==> src/rtl/jk_bank_pkg.sv <==
// Shared types and helpers for the JK bank arbiter: op encodings, the issue-register
// command struct, and the JK next-state rule.
package jk_bank_pkg;

    // Widest supported address and id (NFF <= 32, NREQ <= 8).
    localparam int unsigned MAX_AW = 5;
    localparam int unsigned MAX_IW = 3;

    localparam logic [1:0] OP_HOLD = 2'b00;
    localparam logic [1:0] OP_RST  = 2'b01;
    localparam logic [1:0] OP_SET  = 2'b10;
    localparam logic [1:0] OP_TGL  = 2'b11;

    typedef struct packed {
        logic [1:0]        op;
        logic [MAX_AW-1:0] addr;
        logic [MAX_IW-1:0] id;
    } jk_cmd_t;

    function automatic logic jk_next(input logic cur, input logic [1:0] jk);
        logic nxt;
        nxt = cur;
        case (jk)
            OP_HOLD: nxt = cur;
            OP_RST:  nxt = 1'b0;
            OP_SET:  nxt = 1'b1;
            default: nxt = ~cur;
        endcase
        return nxt;
    endfunction

endpackage

==> src/rtl/jk_cell.sv <==
// Single JK flip-flop cell with asynchronous clear.
module jk_cell
    import jk_bank_pkg::*;
(
    input  logic clk,
    input  logic rst_n,
    input  logic j,
    input  logic k,
    output logic q
);

    logic q_q, q_d;

    always_comb begin
        q_d = jk_next(q_q, {j, k});
    end

    always_ff @(posedge clk or negedge rst_n) begin
        if (!rst_n) begin
            q_q <= 1'b0;
        end else begin
            q_q <= q_d;
        end
    end

    assign q = q_q;

endmodule

==> src/rtl/jk_bank_arbiter.sv <==
// Round-robin arbiter sharing a bank of JK cells among several requesters; one command
// per cycle, completion reported two edges after the transfer.
module jk_bank_arbiter
    import jk_bank_pkg::*;
#(
    parameter  int unsigned NREQ = 4,
    parameter  int unsigned NFF  = 8,
    localparam int unsigned AW   = $clog2(NFF),
    localparam int unsigned IW   = $clog2(NREQ)
) (
    input  logic               clk,
    input  logic               rst_n,
    input  logic [NREQ-1:0]    req_valid,
    input  logic [2*NREQ-1:0]  req_op,
    input  logic [AW*NREQ-1:0] req_addr,
    output logic [NREQ-1:0]    req_ready,
    input  logic               freeze,
    output logic [NFF-1:0]     q,
    output logic               done_valid,
    output logic [IW-1:0]      done_id,
    output logic               done_q
);

    logic [NREQ-1:0] grant;
    logic            found;
    logic [IW-1:0]   winner;
    logic            transfer;

    logic [IW-1:0]   rr_ptr_q, rr_ptr_d;
    logic            issue_valid_q, issue_valid_d;
    jk_cmd_t         issue_cmd_q, issue_cmd_d;
    logic            done_valid_q, done_valid_d;
    logic [IW-1:0]   done_id_q, done_id_d;
    logic            done_q_q, done_q_d;

    logic [AW-1:0]   issue_addr;
    logic [NFF-1:0]  cell_j, cell_k, cell_q;

    always_comb begin : p_arb
        int unsigned idx;
        grant  = '0;
        found  = 1'b0;
        winner = '0;
        idx    = 0;
        for (int unsigned n = 0; n < NREQ; n++) begin
            idx = 32'(rr_ptr_q) + n;
            if (idx >= NREQ) begin
                idx = idx - NREQ;
            end
            if (!found && !freeze && req_valid[idx]) begin
                found      = 1'b1;
                grant[idx] = 1'b1;
                winner     = IW'(idx);
            end
        end
    end

    // Grants are suppressed combinationally while reset is held.
    assign req_ready = grant & {NREQ{rst_n}};
    assign transfer  = found & rst_n;

    always_comb begin
        rr_ptr_d = rr_ptr_q;
        if (transfer) begin
            rr_ptr_d = (winner == IW'(NREQ - 1)) ? '0 : winner + 1'b1;
        end
    end

    always_comb begin
        issue_valid_d = transfer;
        issue_cmd_d   = issue_cmd_q;
        if (transfer) begin
            issue_cmd_d.op   = req_op[2*winner +: 2];
            issue_cmd_d.addr = MAX_AW'(req_addr[AW*winner +: AW]);
            issue_cmd_d.id   = MAX_IW'(winner);
        end
    end

    assign issue_addr = issue_cmd_q.addr[AW-1:0];

    always_comb begin
        cell_j = '0;
        cell_k = '0;
        if (issue_valid_q) begin
            cell_j[issue_addr] = issue_cmd_q.op[1];
            cell_k[issue_addr] = issue_cmd_q.op[0];
        end
    end

    // done_q mirrors the value the addressed cell takes at the same edge.
    always_comb begin
        done_valid_d = issue_valid_q;
        done_id_d    = done_id_q;
        done_q_d     = done_q_q;
        if (issue_valid_q) begin
            done_id_d = issue_cmd_q.id[IW-1:0];
            done_q_d  = jk_next(cell_q[issue_addr], issue_cmd_q.op);
        end
    end

    always_ff @(posedge clk or negedge rst_n) begin
        if (!rst_n) begin
            rr_ptr_q      <= '0;
            issue_valid_q <= 1'b0;
            issue_cmd_q   <= '0;
            done_valid_q  <= 1'b0;
            done_id_q     <= '0;
            done_q_q      <= 1'b0;
        end else begin
            rr_ptr_q      <= rr_ptr_d;
            issue_valid_q <= issue_valid_d;
            issue_cmd_q   <= issue_cmd_d;
            done_valid_q  <= done_valid_d;
            done_id_q     <= done_id_d;
            done_q_q      <= done_q_d;
        end
    end

    for (genvar g = 0; g < NFF; g++) begin : g_cell
        jk_cell u_cell (
            .clk   (clk),
            .rst_n (rst_n),
            .j     (cell_j[g]),
            .k     (cell_k[g]),
            .q     (cell_q[g])
        );
    end

    // Upper struct bits exist only for the widest configuration.
    logic unused_cmd_bits;
    assign unused_cmd_bits = ^{issue_cmd_q.addr, issue_cmd_q.id};

    assign q          = cell_q;
    assign done_valid = done_valid_q;
    assign done_id    = done_id_q;
    assign done_q     = done_q_q;

endmodule

==> config.mk <==
export PLATFORM = sky130hd
export DESIGN_NAME = jk_bank_arbiter
export DESIGN_NICKNAME = d
export VERILOG_FILES = /design/src/rtl/jk_bank_pkg.sv /design/src/rtl/jk_cell.sv /design/src/rtl/jk_bank_arbiter.sv
export SDC_FILE = /design/constraint.sdc
export NUM_CORES = 1
export LEC_CHECK = 0
export ABC_AREA = 1
export CAP_MARGIN = 10
export CORE_MARGIN = 1.5
export CORE_UTILIZATION = 52
export DETAILED_ROUTE_END_ITERATION = 10
export MAX_ROUTING_LAYER = met4
export PLACE_DENSITY = 0.81
export SYNTH_ARGS = -nofsm -noshare
export SYNTH_HDL_FRONTEND = slang
export SYNTH_SLANG_ARGS = --single-unit
==> constraint.sdc <==
create_clock -name clk -period 2.5 [get_ports clk]
set_input_delay 0.25 -clock clk [delete_from_list [all_inputs] [get_ports clk]]
set_output_delay 0.25 -clock clk [all_outputs]
set_load 0.02 [all_outputs]
==> results.py <==
metrics = {
    "status": {
        "status": "finished, final reports clean",
    },
    "layout": {
        "nets": 389,
        "fin_util_pct": 68.25,
        "diodes": 0,
        "multiInputGateArea_mm2": 0.001297,
        "layout_common_cells": "nand2_1 (82), clkdlybuf4s50_1 (38), nand3_1 (31)",
        "drive_gt1_share_pct": 13.10,
        "nFillCells": 348,
        "layout_commonest_cell": "nand2_1",
        "final-seq-area_um2": 550.5,
        "area_growth_pct": 22.64,
    },
    "floorplan": {
        "die_w_um": 66.30,
        "initial_utilization_pct": 55.65,
        "die_h_um": 66.30,
        "rows": 22,
        "core_mm2": 0.003744,
        "io_pins": 43,
        "dieArea_mm2": 0.004395,
    },
    "clock_tree": {
        "cts_tree": "built",
        "cts.sinks": 22,
        "cts_root_buffer": "clkbuf_8",
        "h-tree-depth": 1,
        "cts_hold_buf": 0,
        "cts_buffer_depth": 2,
        "worstSkewPairLatency_ns": 0.26,
        "clk_pin_slew_worst_paths_ns": 0.08,
        "cts_buffers": 3,
    },
    "critical_path": {
        "end_kind": "output pin",
        "r2r_start": "rr_ptr_q[0]$_DFFE_PN0P_",
        "crit_type": "reg -> out",
        "r2r_cells": 15,
        "crit_start": "rr_ptr_q[0]$_DFFE_PN0P_",
        "critPathCapture": "req_ready[3]",
        "critPathMaxFanout": 5,
        "r2r-end": "rr_ptr_q[1]$_DFFE_PN0P_",
        "worstSetupStartpointType": "flip-flop",
        "cp.arrival_ns": 2.10,
        "worstPathRequired_ns": 2.25,
        "rrSetupSlack_ns": 0.19,
    },
    "grt": {
        "antenna_found_initial": 0,
        "grt_pass1_vias": 1898,
        "grt_usage_pct": 23.87,
        "grt_pass1_wl_mm": 7.997,
        "grt_max_degree": 24,
        "grt_overflow_total": 0,
    },
    "drt": {
        "avgRoutedWirePerCell_um": 11.61,
        "first_pass_iters": 5,
        "wl_mm": 4.460,
        "drc": 0,
        "first_iter_violations": 103,
        "vias": 1986,
        "antenna_left": 0,
        "via_per_inst": 5.172,
    },
    "power": {
        "ir_drop_v": 0.0006126,
        "pwr_density_cell_mw_per_mm2": 1084,
        "p_leak_nw": 1.247,
        "fin_total_pwr_mw": 2.769,
    },
    "synthesis": {
        "ys_types": 28,
        "syn_nets": 347,
        "synthCells": 296,
        "syn-cell-area_mm2": 0.002083,
        "synth_warnings": 0,
        "ys_seq_elements": 22,
        "synth.avg_cell_area_um2": 7.038,
        "seq_area_frac_synth_pct": 26.43,
    },
    "sta": {
        "worstMarginPinSlew_ns": 0.4225,
        "hold_viol": 0,
        "finalMaxSlewViolations": 0,
        "clock_skew_ns": 0.007050,
        "rsz0062_at_grt": "no",
        "period_needed_ns": 2.346,
        "max_freq_ghz": 0.4263,
        "slew_headroom_pct": 71.73,
        "setup_viol": 0,
        "finalCritPeriodShare_pct": 93.84,
    },
    "run": {
        "cap_violations": 0,
    },
    "placement": {
        "hpwl_mm": 3.684,
        "place_congestion": 0.9346,
        "place.port_buffers": 42,
    },
    "min_path": {
        "hp-class": "in -> async",
    },
}
synth_stat cells:
master	count	area share, %
nand3_1	31	7.4
nor2_2	4	1.2
inv_2	6	1.1
o21ai_0	12	2.9
nand2_1	82	15
nand4_1	4	1.2
buf_6	2	1.1
nor2_8	2	1.9
a22oi_1	1	0.36
nand4_4	1	1.0
nand3b_1	1	0.36
ha_1	24	14
nand2_2	7	2.1
dfrtp_1	22	26
buf_2	1	0.24
o21bai_1	1	0.36
nor3_1	3	0.72
o21ai_4	1	0.78
buf_4	9	3.2
a21oi_2	1	0.42
nand3_2	4	1.9
inv_1	30	5.4
o21ai_2	1	0.42
o21ai_1	1	0.24
clkbuf_1	2	0.36
nor2_1	24	4.3
a21oi_1	15	3.6
a221oi_1	4	1.7
per-layer routing:
metal | track usage (%) | vias to the layer above | routed length, µm
met4 | 7.653 | 0 | 65
met1 | 28.57 | 888 | 2001
met2 | 42.00 | 59 | 2215
li1 | - | 1031 | -
met3 | 2.385 | 8 | 177
met5 | - | - | 0
worst max-delay path, cell delays in order, from the launching register on:
cell and delay (ns):
dfrtp_1 0.38, inv_2 0.05, ha_1 0.35, inv_1 0.11, nand3_1 0.12, nand2_2 0.15
nand4_4 0.15, nor2_8 0.16, nand2_1 0.06, a21oi_1 0.13, clkbuf_2 0.18
registers in the layout, summed over array words and instances (netlist names):
name / count
done_valid: 1
rr_ptr_q: 2
done_valid_d: 1
issue_addr: 3
issue_cmd_q: 4
done_q: 1
g_cell.u_cell.q: 8
done_id: 2
worst min path at each step:
stage | start | endpoint | slack [ns] | cells after the start
after CTS | rst_n | g_cell[2].u_cell.q$_DFFE_PN0P_ | 0.39 | 2
after global routing | rst_n | g_cell[2].u_cell.q$_DFFE_PN0P_ | 0.44 | 2
after global placement | done_valid_d$_DFF_PN0_ | done_valid$_DFF_PN0_ | 0.44 | 0
after detailed placement | done_valid_d$_DFF_PN0_ | done_valid$_DFF_PN0_ | 0.43 | 0
final | rst_n | issue_addr[2]$_DFFE_PN0P_ | 0.38 | 2
after floorplan | rst_n | done_id[0]$_DFFE_PN0P_ | -0.05 | 0
where the power goes:
part / total, mW / switching [mW] / internal [mW]
sequential: 0.663 / 0.148 / 0.515
combinational: 1.89 / 1.18 / 0.710
clock: 0.213 / 0.106 / 0.107
kinds of logic after synthesis:
family / synth area share (%)
buf+inv: 11.41
flops: 26.43
compound gates: 10.75
simple gates: 37.00
fa+ha+maj: 14.41
repair_timing:
action | CTS | global route
pin swaps | 0 | 3
cloned | 0 | 0
hold endpoints to repair | 0 | 0
endpoints found under the setup margin | 4 | 4
setup buffers | 0 | 1
resized for setup | 5 | 11
cell type report:
cell class | count | share of cell area [%]
multi-input cells | 224 | 50.78
clock buffers | 3 | 1.616
flip-flops and latches | 22 | 21.55
repair buffers | 51 | 18.41
well taps | 48 | 2.351
inverters | 36 | 5.289
through the flow:
stage	TNS [ns]	worst slack [ns]	std cells	hold WS, ns	area [µm²]
after detailed placement	-0.00007105	-0.00007105	380	0.4325	2521
after CTS	0	0.0001794	383	0.3931	2559
final	0	0.1540	384	0.3843	2555
after floorplan	0	0.2420	296	-0.04559	2083
after global placement	0	0.08333	380	0.4373	2521
after global routing	0	0.003845	384	0.4386	2555
No activity file was read; power rests on OpenSTA's default activity.
